## src/rtl/seg7_scan_decoder.sv

```systemverilog
// Recovers a 4-digit hex value from a multiplexed, active-low seven-segment scan:
// each anode/cathode pattern is synchronized, debounced, decoded and assembled into frames.
module seg7_scan_decoder #(
  parameter int STABLE_CYCLES = 16
) (
  input  logic        clk,
  input  logic        rst,
  input  logic [3:0]  an_in,
  input  logic [6:0]  seg_in,
  output logic [15:0] digits_out,
  output logic        frame_valid,
  output logic        frame_pulse,
  output logic        code_err
);

  localparam logic [7:0] CNT_SAT = 8'(STABLE_CYCLES);
  localparam logic [7:0] CNT_ACC = 8'(STABLE_CYCLES - 1);

  // Returns {legal, nibble} for an active-high gfedcba pattern.
  function automatic logic [4:0] glyph_decode(input logic [6:0] gfedcba);
    logic [4:0] r;
    case (gfedcba)
      7'h3F:   r = {1'b1, 4'h0};
      7'h06:   r = {1'b1, 4'h1};
      7'h5B:   r = {1'b1, 4'h2};
      7'h4F:   r = {1'b1, 4'h3};
      7'h66:   r = {1'b1, 4'h4};
      7'h6D:   r = {1'b1, 4'h5};
      7'h7D:   r = {1'b1, 4'h6};
      7'h07:   r = {1'b1, 4'h7};
      7'h7F:   r = {1'b1, 4'h8};
      7'h6F:   r = {1'b1, 4'h9};
      7'h77:   r = {1'b1, 4'hA};
      7'h7C:   r = {1'b1, 4'hB};
      7'h39:   r = {1'b1, 4'hC};
      7'h5E:   r = {1'b1, 4'hD};
      7'h79:   r = {1'b1, 4'hE};
      7'h71:   r = {1'b1, 4'hF};
      default: r = 5'b0_0000;
    endcase
    return r;
  endfunction

  // Returns {one_hot_low, index}; blanked or ghosted anodes are not a digit.
  function automatic logic [2:0] anode_select(input logic [3:0] an);
    logic [2:0] r;
    case (an)
      4'b1110: r = 3'b1_00;
      4'b1101: r = 3'b1_01;
      4'b1011: r = 3'b1_10;
      4'b0111: r = 3'b1_11;
      default: r = 3'b0_00;
    endcase
    return r;
  endfunction

  logic [3:0]  an_s1_q, an_s1_d, an_s2_q, an_s2_d;
  logic [6:0]  seg_s1_q, seg_s1_d, seg_s2_q, seg_s2_d;
  logic [10:0] prev_q, prev_d;
  logic [7:0]  cnt_q, cnt_d;
  logic [3:0]  mask_q, mask_d;
  logic [15:0] shadow_q, shadow_d;
  logic [15:0] digits_q, digits_d;
  logic        frame_valid_q, frame_valid_d;
  logic        frame_pulse_q, frame_pulse_d;
  logic        code_err_q, code_err_d;

  logic [10:0] samp;
  logic        accept, capture, bad_glyph, commit;
  logic [4:0]  glyph;
  logic [2:0]  sel;

  always_comb begin
    an_s1_d  = an_in;
    seg_s1_d = seg_in;
    an_s2_d  = an_s1_q;
    seg_s2_d = seg_s1_q;
    samp     = {an_s2_q, seg_s2_q};
    prev_d   = samp;

    if (samp != prev_q)        cnt_d = 8'd0;
    else if (cnt_q < CNT_SAT)  cnt_d = cnt_q + 8'd1;
    else                       cnt_d = cnt_q;

    // Counter passes through CNT_ACC once per dwell because it saturates above it.
    accept    = (cnt_d == CNT_ACC);
    glyph     = glyph_decode(~seg_s2_q);
    sel       = anode_select(an_s2_q);
    capture   = accept && sel[2] && glyph[4];
    bad_glyph = accept && sel[2] && !glyph[4];
    commit    = (mask_q == 4'hF);

    shadow_d = shadow_q;
    mask_d   = commit ? 4'h0 : mask_q;
    if (capture) begin
      shadow_d[{sel[1:0], 2'b00} +: 4] = glyph[3:0];
      mask_d[sel[1:0]]                 = 1'b1;
    end

    digits_d      = commit ? shadow_q : digits_q;
    frame_pulse_d = commit;
    frame_valid_d = frame_valid_q || commit;
    code_err_d    = bad_glyph;
  end

  always_ff @(posedge clk) begin
    if (rst) begin
      an_s1_q       <= 4'hF;
      an_s2_q       <= 4'hF;
      seg_s1_q      <= 7'h7F;
      seg_s2_q      <= 7'h7F;
      prev_q        <= {4'hF, 7'h7F};
      cnt_q         <= 8'd0;
      mask_q        <= 4'h0;
      shadow_q      <= 16'h0000;
      digits_q      <= 16'h0000;
      frame_valid_q <= 1'b0;
      frame_pulse_q <= 1'b0;
      code_err_q    <= 1'b0;
    end else begin
      an_s1_q       <= an_s1_d;
      an_s2_q       <= an_s2_d;
      seg_s1_q      <= seg_s1_d;
      seg_s2_q      <= seg_s2_d;
      prev_q        <= prev_d;
      cnt_q         <= cnt_d;
      mask_q        <= mask_d;
      shadow_q      <= shadow_d;
      digits_q      <= digits_d;
      frame_valid_q <= frame_valid_d;
      frame_pulse_q <= frame_pulse_d;
      code_err_q    <= code_err_d;
    end
  end

  assign digits_out  = digits_q;
  assign frame_valid = frame_valid_q;
  assign frame_pulse = frame_pulse_q;
  assign code_err    = code_err_q;

endmodule
```

## config.mk

```make
export PLATFORM = sky130hd
export DESIGN_NAME = seg7_scan_decoder
export DESIGN_NICKNAME = d
export VERILOG_FILES = /design/src/rtl/seg7_scan_decoder.sv
export SDC_FILE = /design/constraint.sdc
export NUM_CORES = 1
export LEC_CHECK = 0
export CORE_MARGIN = 3
export CORE_UTILIZATION = 48
export CTS_CLUSTER_SIZE = 24
export DETAILED_ROUTE_END_ITERATION = 8
export PLACE_DENSITY = 0.77
export SYNTH_ARGS = -nofsm -noshare
export SYNTH_HDL_FRONTEND = slang
export SYNTH_SLANG_ARGS = --single-unit
```

## constraint.sdc

```tcl
create_clock -name clk -period 5.3 [get_ports clk]
set_input_delay 1.06 -clock clk [delete_from_list [all_inputs] [get_ports clk]]
set_output_delay 1.06 -clock clk [all_outputs]
set_load 0.02 [all_outputs]
```

== Yosys cells after proc, flatten, opt, wreduce, memory -nomap -nowiden ==
Index checks and enable logic that the tools add are counted.
Operators by class
  reduce and logical (&&, ||, !) cells: 6
  shifts and indexed selects: 2
  $lt $le $gt $ge: 3
  add/subtract/negate cells: 2
  equal/unequal tests: 23
  bitwise logic cells: 2
  multiplexer cells: 9
Operator list (number)
  $eq A7 B7 Y1 const B: 12
  $pmux W5 S16: 1
  $bwmux W16: 1
  $eq A4 B4 Y1 const B: 4
  $mux W8: 2
  $shift A4 B6 Y16 const A: 1
  $shiftx A4 B6 Y16: 1
  $eq A7 B3 Y1 const B: 2
  $eq A7 B6 Y1 const B: 2
  $pmux W3 S4: 1
  $ne A11 B11 Y1: 1
  $add A8 B1 Y8 const B: 1
  $eq A8 B4 Y1 const B: 1
  $lt A8 B5 Y1 const B: 1
  $mux W4: 2
  $not A7 Y7: 1
  $neg A4 Y6: 1
  $eq A4 B3 Y1 const B: 1
  $logic_and A1 B1 Y1: 4
  $or A4 B4 Y4: 1
  $lt A2 B3 Y1 const B: 1
  $demux W1 S2: 1
  $ge A2 B1 Y1 const B: 1
  $logic_not A1 Y1: 1
  2 further kinds: 2
Storage, ports and cells
  flip-flop bits (word level): 80
  output and inout bits: 19
  input bits: 13
  word-level logic and storage cells: 59

== Longest topological paths before layout ==
Gate-level depths: netlist of run 1.
  depth after elaboration: 8
  gate-level depth with buffers: 8
  depth with buffers taken out: 7

== Least setup slack after synthesis of run 1 ==
Ideal clock, no wire load.
  path kind: register to register
  start point: reg an_s2_q[3]
  end point: reg shadow_q[1]
  stages on the path, launching flop included: 8
  period minus slack after synthesis: 1.995 ns
  setup time: 0.072 ns
  required time: 5.228 ns
  path buffers: 0
  setup slack: 3.305 ns
  arrival: 1.923 ns
  path through: dfxtp_1 -> xor2_1 -> and3_1 -> inv_1 -> ha_1 -> nor4b_1 -> nand2_1 -> mux2i_1
On the way
  longest elaborated chain between the ends: 5
  elaborated cells on any way between the ends: 14
  classes of those cells: 1 x add/sub; 6 x eq/ne; 2 x shift; 3 x mux; 2 x reduce/logical
RTL lines
  start, declared: line 57  | logic [3:0] an_s1_q, an_s1_d, an_s2_q, an_s2_d;
  start signal, assigned: line 122  | an_s2_q <= an_s2_d;
  $eq A4 B3 Y1 (tied with other cells): line 47  | case (an)
  $pmux W3 S4 or $mux W8 (tied branches): line 47, 81
  $neg A4 Y6 or $eq A8 B4 Y1 (tied branches): line 96, 86
  $shiftx A4 B6 Y16 (tied with other cells): line 96  | shadow_d[{sel[1:0], 2'b00} +: 4] = glyph[3:0];
  $bwmux W16 or $logic_and A1 B1 Y1 (tied branches): line 96, 89
  end signal, assigned: line 128  | shadow_q <= shadow_d;
  end, declared: line 62  | logic [15:0] shadow_q, shadow_d;
Parallel ways exist; a longest one is shown, timed or not.
A chain may end at the register's enable or synchronous reset.

== Worst setup path in the final report of run 1 ==
  start point: reg seg_s2_q[4]
  end point: reg mask_q[0]
On the way
  longest elaborated chain between the ends: 6
  elaborated cells on any way between the ends: 24
  classes of those cells: 18 x eq/ne; 3 x mux; 1 x bitwise; 2 x reduce/logical
RTL lines
  start, declared: line 58  | logic [6:0] seg_s1_q, seg_s1_d, seg_s2_q, seg_s2_d;
  start signal, assigned: line 124  | seg_s2_q <= seg_s2_d;
  $ne A11 B11 Y1: line 81  | if (samp != prev_q) cnt_d = 8'd0;
  $mux W8: line 81
  $eq A8 B4 Y1: line 86  | accept = (cnt_d == CNT_ACC);
  $logic_and A1 B1 Y1: line 89  | capture = accept && sel[2] && glyph[4];
  $logic_and A1 B1 Y1 *: line 89
  $mux W4 *: line 95  | if (capture) begin
  end signal, assigned: line 127  | mask_q <= mask_d;
  end, declared: line 61  | logic [3:0] mask_q, mask_d;
Mark *: on every way between the ends. The rest lies on a longest branch, timed or not.

==> results of run 1 <==
## cell usage after synthesis (2+ instances only)
cell,count,area share
and3b_1,4,0.010
buf_2,8,0.012
and3_1,3,0.0055
xor2_1,17,0.043
a21oi_1,17,0.025
nand4b_1,2,0.0051
nand3b_1,3,0.0065
ha_1,8,0.029
nand3_1,9,0.013
a31oi_1,2,0.0036
nor4_2,2,0.0073
or3_1,3,0.0055
mux2i_1,17,0.049
nor4_4,4,0.025
a32oi_1,2,0.0051
o21ai_1,3,0.0044
nor2_1,15,0.016
nand4_1,2,0.0036
or2_2,33,0.060
inv_1,3,0.0033
nand2_1,48,0.052
dfxtp_1,80,0.47
nand2b_1,26,0.047
xnor2_1,2,0.0051
clkbuf_1,13,0.014
nor3_1,3,0.0044
nor4_1,2,0.0036
nor4b_1,4,0.010
and2_1,5,0.0091
## flip-flops by register name, summed over array words and instances, names as in the netlist
| name | cells |
|---|---|
| seg_s1_q | 7 |
| code_err | 1 |
| shadow_q | 16 |
| frame_pulse | 1 |
| an_s1_q | 4 |
| cnt_q | 8 |
| digits_out | 16 |
| mask_q | 4 |
| prev_q | 11 |
| seg_s2_q | 7 |
| frame_valid | 1 |
| an_s2_q | 4 |
## final timing paths
path | endpoint | slack, ns
setup / recovery | mask_q[0] | 2.75
hold / removal | an_s2_q[2] | 0.41
setup reg to reg | mask_q[0] | 2.75
hold reg to reg | an_s2_q[2] | 0.41
## cell families after synthesis
family,synth area share
DFF,0.465
xor gates and xnor gates,0.0483
muxes,0.0494
AOI/OAI and AO/OA,0.0658
adders and majority gates,0.0291
and+or+nand+nor,0.310
buffers and inverters,0.0324
## area by class of cell
type / instances / area [µm²] / share of cell area
multi-input combinational: 257 / 1730 / 0.433
clock buffer: 10 / 138 / 0.0345
clock inverter: 6 / 90.1 / 0.0225
tap: 96 / 120 / 0.0301
inverter: 3 / 11.3 / 0.00282
sequential: 80 / 1600 / 0.401
timing repair buffer: 31 / 305 / 0.0764
## layout by cell type, fill, tap and decap left out, types with 4 or more instances in the layout
master and instances:
nor4_4 4, nand3_1 9, and3b_1 4, ha_1 8, xor2_1 17, nand2_1 48, clkdlybuf4s50_1 30, dfxtp_1 80
a21oi_1 17, or2_2 33, nor4b_1 4, mux2i_1 17, nand2b_1 26, and2_1 5, nor2_1 15, clkbuf_8 10
## where the power goes
| group | switching, mW | total (mW) | internal (mW) |
|---|---|---|---|
| Combinational | 0.0337 | 0.0648 | 0.0311 |
| Sequential | 0.0115 | 0.622 | 0.611 |
| Clock | 0.221 | 0.502 | 0.280 |
## metrics by stage
stage / instances / utilization
2_1_floorplan: 362 / -
3_3_place_gp: 467 / 0.548
3_5_place_dp: 467 / 0.548
4_1_cts: 483 / 0.582
5_1_grt: 483 / 0.582
6_report: 483 / 0.582
## per-layer routing
layer,part of all wire,wire length [µm]
met4,0.011,64
met1,0.50,3010
met2,0.45,2670
met5,0,0
met3,0.041,246
## critical path, cell delays in order (launching register included)
cell	delay, ns
dfxtp_1	0.63
a211oi_1	0.15
o211a_1	0.23
nor3_1	0.50
and3b_1	0.56
nor4_4	0.15
o21ba_1	0.23
==> results_dict.tcl, run 1 <==
set metrics [dict create \
    grt.total_usage 0.155 \
    async_reset_ff_frac 0 \
    skew_ns 0.0169 \
    antenna_found_initial 0 \
    crit_type "reg2reg" \
    crit_required_ns 5.54 \
    grt-ovfl-total 0 \
    holdCritPathClass "reg2reg" \
    hpwl_um 3890 \
    gp_congestion 0.815 \
    endpoint_kind "flip-flop" \
    crit_start "seg_s2_q[4]" \
    rsz0062_at_grt "no" \
    tightest_slew_ns 1.21 \
    crit_fanout 14 \
    numClockSinks 80 \
    reg2regPathDepth 6 \
    ant_nets 0 \
    power_mw 1.19 \
    stdcell_area_mm2 0.00400 \
    met3_usage 0.0508 \
    cts_buffers 9 \
    layout.nets 403 \
    worstHoldStart "an_s1_q[2]" \
    io_pins 32 \
    synth_cells 362 \
    ctsLongestPathBuffers 2 \
    vias 2443 \
    grt_use_met1 0.201 \
    avgSynthCellArea_um2 9.51 \
    h-tree-depth 3 \
    drcViolationCount 0 \
    fillers 587 \
    grt_max_degree 81 \
    yosysWarnings 0 \
    hold_viol_final 0 \
    ir_worst_vdd_uv 213 \
    coreArea_mm2 0.00687 \
    drv_cap 0 \
    rows 30 \
    synth_seq_area_share 0.465 \
    cts_resized 0 \
    clk_pin_slew_ns 0.08 \
    wl_per_cell_um 12.4 \
    grt.busiest_layer "met2" \
    fp.dieH_um 90.7 \
    syn_to_final_growth_pct 16.1 \
    fin_hold_ws_ns 0.410 \
    startpoint_type "flip-flop" \
    whs_path_depth 1 \
    p_per_area_mw_per_mm2 298 \
    fin_tns_setup_ns 0 \
    slew_headroom 0.191 \
    cp.arrival_ns 2.79 \
    die_area_mm2 0.00822 \
    cts_setup_buffers 0 \
    grt_pass1_vias 2214 \
    dp_slack_ns 2.70 \
    worstSkewPairLatency_ns 0.36 \
    ys_types 51 \
    timing.final.crit_share 0.481 \
    die_width_um 90.7 \
    slew_violations 0 \
    drt_iter0_drc 184 \
    portBuffers 31 \
    worst_slack_ns 2.75 \
    tritoncts "built" \
    timing.rr.start "seg_s2_q[4]" \
    synth_flop_cell "dfxtp_1" \
    fin_crit_ns 2.55 \
    cts_root_buf "clkbuf_8" \
    initial_utilization 0.501 \
    synth_area_mm2 0.00344 \
    cts_hold_buf 0 \
    drt_wl_total_um 5990 \
    n_antenna_cell 0 \
    status "completed" \
    post_dp_cell_area_mm2 0.00377 \
    drive_gt1_frac 0.155 \
    p_leak_nw 1.44 \
    mappedNetlistNets 383 \
    via_per_inst 5.06 \
    setup_viol 0 \
    synth-edff-count 0 \
    first_pass_iters 4 \
    grt_pass1_wl_um 10300 \
    synth-seq-cells 80 \
    grtUsageMet2 0.234 \
    max_freq_mhz 392 \
]
Power figures use the tool's default switching activity.
==> run 2: changes to the inputs <==
- clock period: 5.3 -> 2.44 ns (I/O delays scaled with it)
==> run 2 against run 1 <==
  * Clock-buffer cell count down 1
  * Sequential cell count unchanged
  * Final cell count up 4.6%
  * Register-to-register slack worse by 2.6 ns
  * Clock skew down 0.0020 ns
  * Critical path type unchanged
  * Power up 100%
  * Sequential power up 120%
  * Via count up 3.4%
  * Hold slack better by 0.0030 ns
  * Routed wire length up 7.4%
  * Fmax up 14%
==> results_dict.tcl, run 2 (synthesis results as in run 1) <==
set metrics [dict create \
    status "completed" \
    io_pins 32 \
    tightest_slew_ns 1.18 \
    grt.total_usage 0.166 \
    ir_worst_vdd_uv 413 \
    crit_buf_inv 1 \
    fin_tns_setup_ns 0 \
    cts_setup_buffers 0 \
    clk_pin_slew_ns 0.08 \
    cts_resized 0 \
    path_cells "nand4bb_1, or3_1, nand3_1, and3b_1, buf_4, nor4_4, mux2i_1" \
    layout_commonest_cell "dfxtp_1" \
    initial_utilization 0.501 \
    setup_viol 0 \
    coreArea_mm2 0.00687 \
    drt_wl_total_um 6430 \
    slew_headroom 0.212 \
    grt_pass1_vias 2457 \
    ant_nets 0 \
    die_width_um 90.7 \
    first_pass_iters 4 \
    die_area_mm2 0.00822 \
    n_antenna_cell 0 \
    rows 30 \
    holdCritPathClass "reg2reg" \
    cts_hold_buf 0 \
    fp.dieH_um 90.7 \
    drive_gt1_frac 0.205 \
    gp_congestion 0.884 \
    power_mw 2.39 \
    syn_to_final_growth_pct 19.5 \
    drcViolationCount 0 \
    worst_slack_ns 0.197 \
    grt_pass1_wl_um 11000 \
    grt_max_degree 53 \
    endpoint_kind "flip-flop" \
    numClockSinks 80 \
    p_leak_nw 1.51 \
    skew_ns 0.0148 \
    crit_family "simple AND/OR/NAND/NOR gates" \
    cp.arrival_ns 2.52 \
    crit_required_ns 2.72 \
    vias 2525 \
    via_per_inst 5.00 \
    hold_viol_final 0 \
    cts_buffers 9 \
    slew_violations 0 \
    tritoncts "built" \
    rsz0062_at_grt "no" \
    final_cell_mix "dfxtp_1 (78), nand2_1 (48), or2_2 (33), clkdlybuf4s50_1 (30), nand2b_1 (26)" \
    portBuffers 31 \
    grt-ovfl-total 0 \
    crit_fanout 8 \
    place_inst 489 \
    worstSkewPairLatency_ns 0.36 \
    cts_root_buf "clkbuf_8" \
    drt_iter0_drc 79 \
    p_per_area_mw_per_mm2 582 \
    fin_hold_ws_ns 0.413 \
    dp_slack_ns 0.184 \
    final_cells 505 \
    fin_crit_ns 2.24 \
    wl_per_cell_um 12.7 \
    h-tree-depth 3 \
    ctsLongestPathBuffers 2 \
    max_freq_mhz 446 \
    max_stage_delay_ns 0.50 \
    crit_type "reg2reg" \
    startpoint_type "flip-flop" \
    layout.nets 425 \
    cp_slowest_cell "dfxtp_1" \
    timing.final.crit_share 0.919 \
    hpwl_um 4590 \
    drv_cap 0 \
    antenna_found_initial 0 \
]
run 2: worst register-to-register path, stage by stage (launching register included):
cell	delay [ns]
dfxtp_1	0.50
nand4bb_1	0.17
or3_1	0.36
nand3_1	0.09
and3b_1	0.22
buf_4	0.15
nor4_4	0.45
mux2i_1	0.24
run 2: routing by layer:
| layer | up-vias | wire, µm | global-route usage |
|---|---|---|---|
| met5 | - | 0 | 0 |
| met4 | 0 | 123 | 0.0714 |
| met3 | 14 | 205 | 0.0458 |
| met2 | 37 | 3110 | 0.279 |
| met1 | 1173 | 3000 | 0.199 |
| li1 | 1301 | - | - |
run 2: where the power goes:
part | switching, mW | internal, mW
registers | 0.0205 | 1.33
clock network | 0.510 | 0.378
logic | 0.0787 | 0.0798
run 2: layout make-up:
class,instances,area [µm²]
fill,592,2760
multi-input combinational,257,1730
sequential,80,1600
timing repair buffer,53,470
clock buffer,9,124
tap,96,120
clock inverter,7,55.1
inverter,3,11.3
run 2: final timing paths:
check / endpoint / from / slack (ns) / cells after the start
hold reg to reg: seg_s2_q[4] / seg_s1_q[4] / 0.41 / 1
setup reg to reg: shadow_q[2] / seg_s2_q[5] / 0.20 / 7
hold / removal: seg_s2_q[4] / seg_s1_q[4] / 0.41 / 1
setup / recovery: shadow_q[2] / seg_s2_q[5] / 0.20 / 7
run 2: through the flow:
stage               area [µm²]  utilization
finish                    4110        0.599
global placement          3930        0.572
floorplan                 3440            -
detailed placement        3930        0.572
CTS                       4110        0.599
global route              4110        0.599
